==> src/rtl/shake_key_loader.sv <==
// shake_key_loader: streams a latched seed into the SHAKE128 core, then captures squeezed 128-bit keys
module shake_key_loader #(
  parameter int SEED_WORDS = 4,
  parameter int NUM_KEYS   = 1,
  parameter int TIMEOUT    = 1024
) (
  input  logic                      i_clk,
  input  logic                      i_rst_n,
  input  logic                      i_start,
  input  logic [64*SEED_WORDS-1:0]  i_seed,
  output logic [63:0]               o_shake_data,
  output logic                      o_shake_valid,
  output logic                      o_shake_last,
  input  logic                      i_shake_ready,
  input  logic [127:0]              i_shake_out,
  input  logic                      i_shake_out_valid,
  input  logic                      i_squeeze_mode,
  output logic                      o_shake_ack,
  output logic [127:0]              o_key,
  output logic                      o_key_valid,
  output logic [3:0]                o_key_idx,
  output logic                      o_busy,
  output logic                      o_done,
  output logic                      o_err
);
  localparam logic [3:0]  LAST_W = 4'(SEED_WORDS - 1);
  localparam logic [4:0]  KEYS   = 5'(NUM_KEYS);
  localparam logic [15:0] TO_MAX = 16'(TIMEOUT - 1);
  typedef enum logic [2:0] {S_IDLE, S_ABSORB, S_WAIT_SQ, S_ACK, S_DROP, S_DONE} state_t;
  state_t                    r_state;
  logic [64*SEED_WORDS-1:0]  r_seed;
  logic [3:0]                r_w;
  logic [4:0]                r_keys;
  logic [15:0]               r_to;
  logic                      w_xfer;
  logic                      w_cap;
  logic                      w_to;
  assign w_xfer = o_shake_valid & i_shake_ready;
  assign w_cap  = i_shake_out_valid & i_squeeze_mode;
  assign w_to   = r_to == TO_MAX;
  // The seed shifts down one word per transfer, so the absorb word is always its low 64 bits
  // and reads as zero once the stream has drained.
  assign o_shake_data = r_seed[63:0];
  // Request sequencer: absorb the seed, then capture and acknowledge NUM_KEYS squeezed blocks.
  always_ff @(posedge i_clk or negedge i_rst_n) begin
    if (!i_rst_n) begin
      r_state       <= S_IDLE;
      r_seed        <= '0;
      r_w           <= '0;
      r_keys        <= '0;
      r_to          <= '0;
      o_shake_valid <= 1'b0;
      o_shake_last  <= 1'b0;
      o_shake_ack   <= 1'b0;
      o_key         <= '0;
      o_key_valid   <= 1'b0;
      o_key_idx     <= '0;
      o_busy        <= 1'b0;
      o_done        <= 1'b0;
      o_err         <= 1'b0;
    end else begin
      o_shake_ack <= 1'b0;
      o_key_valid <= 1'b0;
      o_done      <= 1'b0;
      o_err       <= 1'b0;
      case (r_state)
        S_IDLE: if (i_start) begin
          r_seed        <= i_seed;
          r_w           <= '0;
          r_keys        <= '0;
          r_to          <= '0;
          o_shake_valid <= 1'b1;
          o_shake_last  <= LAST_W == 4'd0;
          o_busy        <= 1'b1;
          r_state       <= S_ABSORB;
        end
        S_ABSORB: if (w_xfer) begin
          r_seed       <= r_seed >> 64;
          r_w          <= r_w + 4'd1;
          o_shake_last <= (r_w + 4'd1) == LAST_W;
          if (o_shake_last) begin
            o_shake_valid <= 1'b0;
            o_shake_last  <= 1'b0;
            r_to          <= '0;
            r_state       <= S_WAIT_SQ;
          end
        end
        S_WAIT_SQ: if (w_cap) begin
          o_key       <= i_shake_out;
          o_shake_ack <= 1'b1;
          o_key_valid <= 1'b1;
          o_key_idx   <= r_keys[3:0];
          r_state     <= S_ACK;
        end else if (w_to) begin
          o_err   <= 1'b1;
          o_busy  <= 1'b0;
          r_state <= S_IDLE;
        end else begin
          r_to <= r_to + 16'd1;
        end
        S_ACK: begin
          r_keys  <= r_keys + 5'd1;
          r_to    <= '0;
          r_state <= S_DROP;
        end
        S_DROP: if (!i_shake_out_valid) begin
          if (r_keys == KEYS) begin
            o_done  <= 1'b1;
            r_state <= S_DONE;
          end else begin
            r_to    <= '0;
            r_state <= S_WAIT_SQ;
          end
        end else if (w_to) begin
          o_err   <= 1'b1;
          o_busy  <= 1'b0;
          r_state <= S_IDLE;
        end else begin
          r_to <= r_to + 16'd1;
        end
        S_DONE: begin
          o_busy  <= 1'b0;
          r_state <= S_IDLE;
        end
        default: r_state <= S_IDLE;
      endcase
    end
  end
endmodule

==> config.mk <==
export PLATFORM = sky130hd
export DESIGN_NAME = shake_key_loader
export DESIGN_NICKNAME = d
export VERILOG_FILES = /design/src/rtl/shake_key_loader.sv
export SDC_FILE = /design/constraint.sdc
export NUM_CORES = 1
export LEC_CHECK = 0
export CAP_MARGIN = 20
export CELL_PAD_IN_SITES_DETAIL_PLACEMENT = 0
export CELL_PAD_IN_SITES_GLOBAL_PLACEMENT = 1
export CORE_ASPECT_RATIO = 0.6
export CORE_UTILIZATION = 35
export DETAILED_ROUTE_END_ITERATION = 8
export PLACE_DENSITY_LB_ADDON = 0.25
export SLEW_MARGIN = 10
export SYNTH_ARGS = -nofsm -noshare
export SYNTH_HDL_FRONTEND = slang
export SYNTH_SLANG_ARGS = --single-unit
==> constraint.sdc <==
create_clock -name i_clk -period 2.46 [get_ports i_clk]
set_clock_uncertainty 0.1 [all_clocks]
set_input_delay 0.492 -clock i_clk [delete_from_list [all_inputs] [get_ports i_clk]]
set_output_delay 0.492 -clock i_clk [all_outputs]
set_load 0.01 [all_outputs]
Yosys cells after proc, flatten, opt, wreduce, memory -nomap -nowiden
Index checks and enable logic that the tools add are counted.
Word-level totals
  bits in registers: 422
  output and inout port bits: 203
  word-level logic and storage cells: 89
Operators by class
  add/subtract/negate cells: 3
  eq/ne operators: 14
  muxes and demuxes: 45
  bitwise gates (word level): 2
  reductions and logical operators: 12
Operators by type and width (number)
  $mux 256: 2
  $pmux 256 s2: 1
  $mux 16: 7
  $pmux 16 s5: 1
  $mux 3: 7
  $mux 1: 17
  $add 16x1->16 const B: 1
  $eq 16x10->1 const B: 1
  $pmux 3 s5: 1
  $ne 2x2->1 const B: 5
  $pmux 5 s2: 1
  $mux 4: 2
  $pmux 4 s2: 1
  $reduce_and 4->1: 2
  $eq 3x2->1 const B: 2
  $eq 3x3->1 const B: 2
  $pmux 1 s2: 3
  $reduce_and 3->1: 2
  $reduce_and 6->1: 1
  $add 5x1->5 const B: 1
  $eq 5x1->1 const B: 1
  $mux 5: 1
  $reduce_bool 5->1: 1
  $add 4x1->4 const B: 1
  other kinds (9): 12

Longest topological paths before layout
  depth in word-level cells: 5
  mapped depth: 9
  gate-level depth less buffers: 6

Worst setup path before layout
OpenSTA, ideal clock, no wires.
  path kind: reg2reg
  start: register r_state[2]
  end: register o_key[15]
  setup time: 128 ps
  arrival time: 1876 ps
  path slack: 357 ps
  cell stages (with the launch flop): 9
  path buffers: 4
  cell sequence: dfrtp_1 > buf_6 > nand2b_1 > or3_1 > clkbuf_1 > inv_2 > buf_4 > buf_4 > mux2_1
On the way
  word-level cells in the longest chain between the ends: 2
RTL lines
  from (decl): RTL line 30  | state_t r_state;
  from (signal assigned): RTL line 47  | r_state <= S_IDLE;
  from (signal assigned): RTL line 75  | r_state <= S_ABSORB;
  from (signal assigned): RTL line 85  | r_state <= S_WAIT_SQ;
  $eq 3x2->1: RTL line 66  | case (r_state)
  $reduce_and 2->1 (no line)
  to (signal assigned): RTL line 89  | o_key <= i_shake_out;
  to (decl): RTL line 19  | output logic [127:0] o_key,
Every way passes these cells.
A chain may end at the register's enable or synchronous reset.

Final worst setup path
  start: register r_state[1]
  end: register r_seed[26]
On the way
  word-level cells in the longest chain between the ends: 3
  elaborated cells on any way between the ends: 7
RTL lines
  $eq 3x1->1 / $logic_not 3->1 (equally long branches): RTL line 66
  $ne 2x2->1 (no line) / $reduce_bool 2->1 (equally long branches)
  $reduce_and 3->1 (no line)
  to (signal assigned): RTL line 68  | r_seed <= i_seed;
  to (signal assigned): RTL line 78  | r_seed <= r_seed >> 64;
  to (decl): RTL line 31  | logic [64*SEED_WORDS-1:0] r_seed;
Several ways; a longest one is shown, not always the timed one.

==> results.cfg <==
[logic_synthesis]
synth_seq_cells = 422
async_flop_share_pct = 100.0
synthAdderAreaFrac_pct = 0.3374
synth_area_mm2 = 0.01854
synth_mux_area_share_pct = 8.233
syn-instance-count = 1884
syn_area_per_cell_um2 = 9.842
synth_edf_count = 0
synth_warnings = 0
synth_seq_area_share_pct = 56.95
synth_compound_area_share_pct = 11.11
ys.flop_type = dfrtp_1
synth_top_family_by_area = simple AND/OR/NAND/NOR gates
syn_nets = 2279
yosys.cell_types.count = 53
synthSimpleGateAreaFrac_pct = 16.74
synth-xor-area-share_pct = 0.04724

[detailed_routing]
drc = 0
dr_total_vias = 15498
routed_via_density = 4.929
first_pass_iters = 5
top_layer_used = met4
met2_length_um = 30630
wl_per_cell_um = 19.68
drtIter0Drc = 978
wl_met3_um = 3170
ant_nets = 0
drt_wl_total_um = 61880
met1Wirelength_um = 26630

[status]
status = finished, final reports clean

[worst_setup_path]
setup.worst_path.start_class = flip-flop
critical_path_buf_inv_count = 2
required_ns = 2.82
path_cells = or3b_4 -> o21ai_4 -> buf_12 -> buf_12 -> nor2_1 -> a31oi_1
end_kind = flip-flop
critPathSlowestCell = or3b_4
critical_path.max_stage_delay_ns = 0.54
cp_data_arrival_time_ns = 2.65
crit_family = simple AND/OR/NAND/NOR gates
path_class = reg2reg
crit_fanout = 26
crit_top_cell = buf_12

[clock_tree]
clockRootBuffer = clkbuf_16
cts_hold_buf = 1
cts_tree = yes
cts_resized = 0
cts_sinks = 422
clk_latency_ns = 0.54
cts.path.max_buffers = 3
clkTransAtPathRegs_ns = 0.06
post-cts-setup-buffers = 0
numCtsBuffers = 44
htree_levels = 2

[cells_and_area]
fill_cells = 4683
drive_gt1_share_pct = 9.795
final-seq-area_mm2 = 0.01056
final_area_mm2 = 0.02670
final_util_pct = 51.69
multi_input_area_mm2 = 0.006794
final_nets = 2805
area_delta_synth_final_pct = 43.98

[timing]
tightest_slew_ns = 0.6000
rsz0062_at_grt = false
setup_viol = 0
max_slew_margin_pct = 60.00
finalCritPeriodShare_pct = 93.15
max_freq_mhz = 436.4
whs_ns = 0.3820
hold_violations = 0
layout_min_cycle_time_ns = 2.291
report.final.slew_viol_count = 0
tns_ns = 0

[placement]
place_area_mm2 = 0.02518
place.gp.congestion = 0.8569
portBuffers = 592
hpwl_um = 46710

[floorplanning]
die_x_um = 299.1
core-area_mm2 = 0.05165
start_util_pct = 35.90
rows = 64
io_pins = 593
die_h_um = 180.3
die-area_mm2 = 0.05393

[global_route]
grt_pass1_vias = 15892
grt_pass1_wl_um = 95700
grt_antenna_before_repair = 11
grt_usage_pct = 22.77
overflow = 0
grt_max_degree = 94

[power_and_ir_drop]
peakVddDrop_v = 0.0007956
powerDensity_mw_per_mm2 = 1296
p_sw_share_pct = 36.84
p_seq_share_pct = 35.0
power_frac_comb_pct = 45.1
p_leak_nw = 11.26
p_clk_share_pct = 19.9
internal_power_mw = 21.85
switchingPower_mw = 12.74

[run]
drv_cap = 0

[worst_hold_path]
hold_path.class = in2async
[metal layers]
layer / vias up / global-route usage [%]
met5: - / 0
met4: 0 / 7.082
met3: 86 / 4.967
met2: 379 / 38.22
met1: 7622 / 29.27
li1: 7411 / -
[cell usage after synthesis, drive strengths merged, types with 5 or more instances]
cell | count | area [um^2]
a21o | 12 | 90.09
a21oi | 6 | 33.78
a31oi | 203 | 1270
a41oi | 9 | 78.83
and3 | 6 | 37.54
buf | 129 | 937.2
clkbuf | 66 | 247.7
dfrtp | 422 | 10560
ha | 5 | 62.56
inv | 9 | 33.78
mux2 | 132 | 1486
nand2 | 522 | 1959
nand3 | 13 | 65.06
nand4 | 5 | 31.28
nor2 | 203 | 762.0
nor4 | 5 | 37.53
o21ai | 80 | 400.4
[layout make-up]
class	instances	area share, %
flip-flops and latches	422	39.56
repair buffers	675	25.97
multi-input cells	1258	25.45
clock buffers	66	4.926
well taps	693	3.248
clock inverters	10	0.6140
inverters	9	0.1359
diodes	11	0.1031
[cell families (layout without fill, tap and decap cells)]
| family | count (synthesis) | after routing |
|---|---|---|
| buf+inv | 204 | 760 |
| flops | 422 | 422 |
| simple gates | 784 | 784 |
| other cells | 0 | 11 |
| xor+xnor | 1 | 1 |
| compound gates | 332 | 332 |
| fa+ha+maj | 5 | 5 |
| mux | 136 | 136 |
[final timing paths]
check                                        from                 endpoint  slack [ns]  cells past startpoint
setup / recovery           r_state[1]$_DFFE_PN0P_   r_seed[26]$_DFFE_PN0P_        0.17                      6
hold / removal                            i_rst_n    o_key[98]$_DFFE_PN0P_        0.38                      2
setup reg to reg           r_state[1]$_DFFE_PN0P_   r_seed[26]$_DFFE_PN0P_        0.17                      6
hold reg to reg            o_key[114]$_DFFE_PN0P_   o_key[114]$_DFFE_PN0P_        0.38                      1
max in group asynchronous                 i_rst_n  r_seed[249]$_DFFE_PN0P_        1.07                      3
min in group i_clk         o_key[114]$_DFFE_PN0P_   o_key[114]$_DFFE_PN0P_        0.38                      1
[worst register-to-register path: cells and delay by family (launching register included)]
kind / cells / cell delay, ns
DFF: 1 / 0.53
and+or+nand+nor: 2 / 0.60
buffers and inverters: 2 / 0.44
AOI/OAI and AO/OA: 2 / 0.54
[flip-flops by register name, summed over array words and instances, names as in the netlist]
name and count:
r_to 16, r_state 3, r_seed 256, o_err 1, o_shake_valid 1, r_w 4, o_shake_last 1, o_busy 1
o_key_idx 4, o_key 128, o_key_valid 1, r_keys 5, o_done 1
[power by group through the flow]
| stage | Clock [mW] | Combinational [mW] | Sequential [mW] |
|---|---|---|---|
| 2_1_floorplan | 0 | 8.66 | 12.2 |
| 3_3_place_gp | 0 | 15.5 | 12.1 |
| 3_5_place_dp | 0 | 15.8 | 12.2 |
| 4_1_cts | 7.08 | 15.8 | 12.1 |
| 5_1_grt | 7.38 | 17.1 | 12.5 |
| 6_report | 6.88 | 15.6 | 12.1 |
[through the flow]
stage / worst slack [ns] / instances / power [mW]
after floorplan: 0.3569 / 1884 / 20.87
after global routing: 0.05894 / 3143 / 37.00
final: 0.1685 / 3144 / 34.59
after global placement: -0.07733 / 3056 / 27.54
after CTS: 0.1440 / 3133 / 35.01
after detailed placement: -0.08743 / 3056 / 28.00
[layout by cell type, fill, tap and decap left out, types with 4 or more instances in the layout]
cell and instances:
dfrtp_1 422, a21o_1 12, clkdlybuf4s50_1 591, nor2_1 202, nand4_1 5, nor4_1 4, a21oi_1 5, diode_2 11
mux2i_1 4, bufinv_16 4, clkbuf_1 10, nand3_1 13, a221oi_1 4, buf_4 52, clkbuf_8 11, and3_1 5
buf_12 30, nand2_1 522, a31oi_1 203, mux2_2 79, a41oi_1 9, a211oi_1 4, clkbuf_16 45, ha_1 5
mux2_1 53, inv_1 8, or3_1 4, nor2b_1 4, o21ai_0 78
Note: power is estimated with default switching activity, not from simulation.
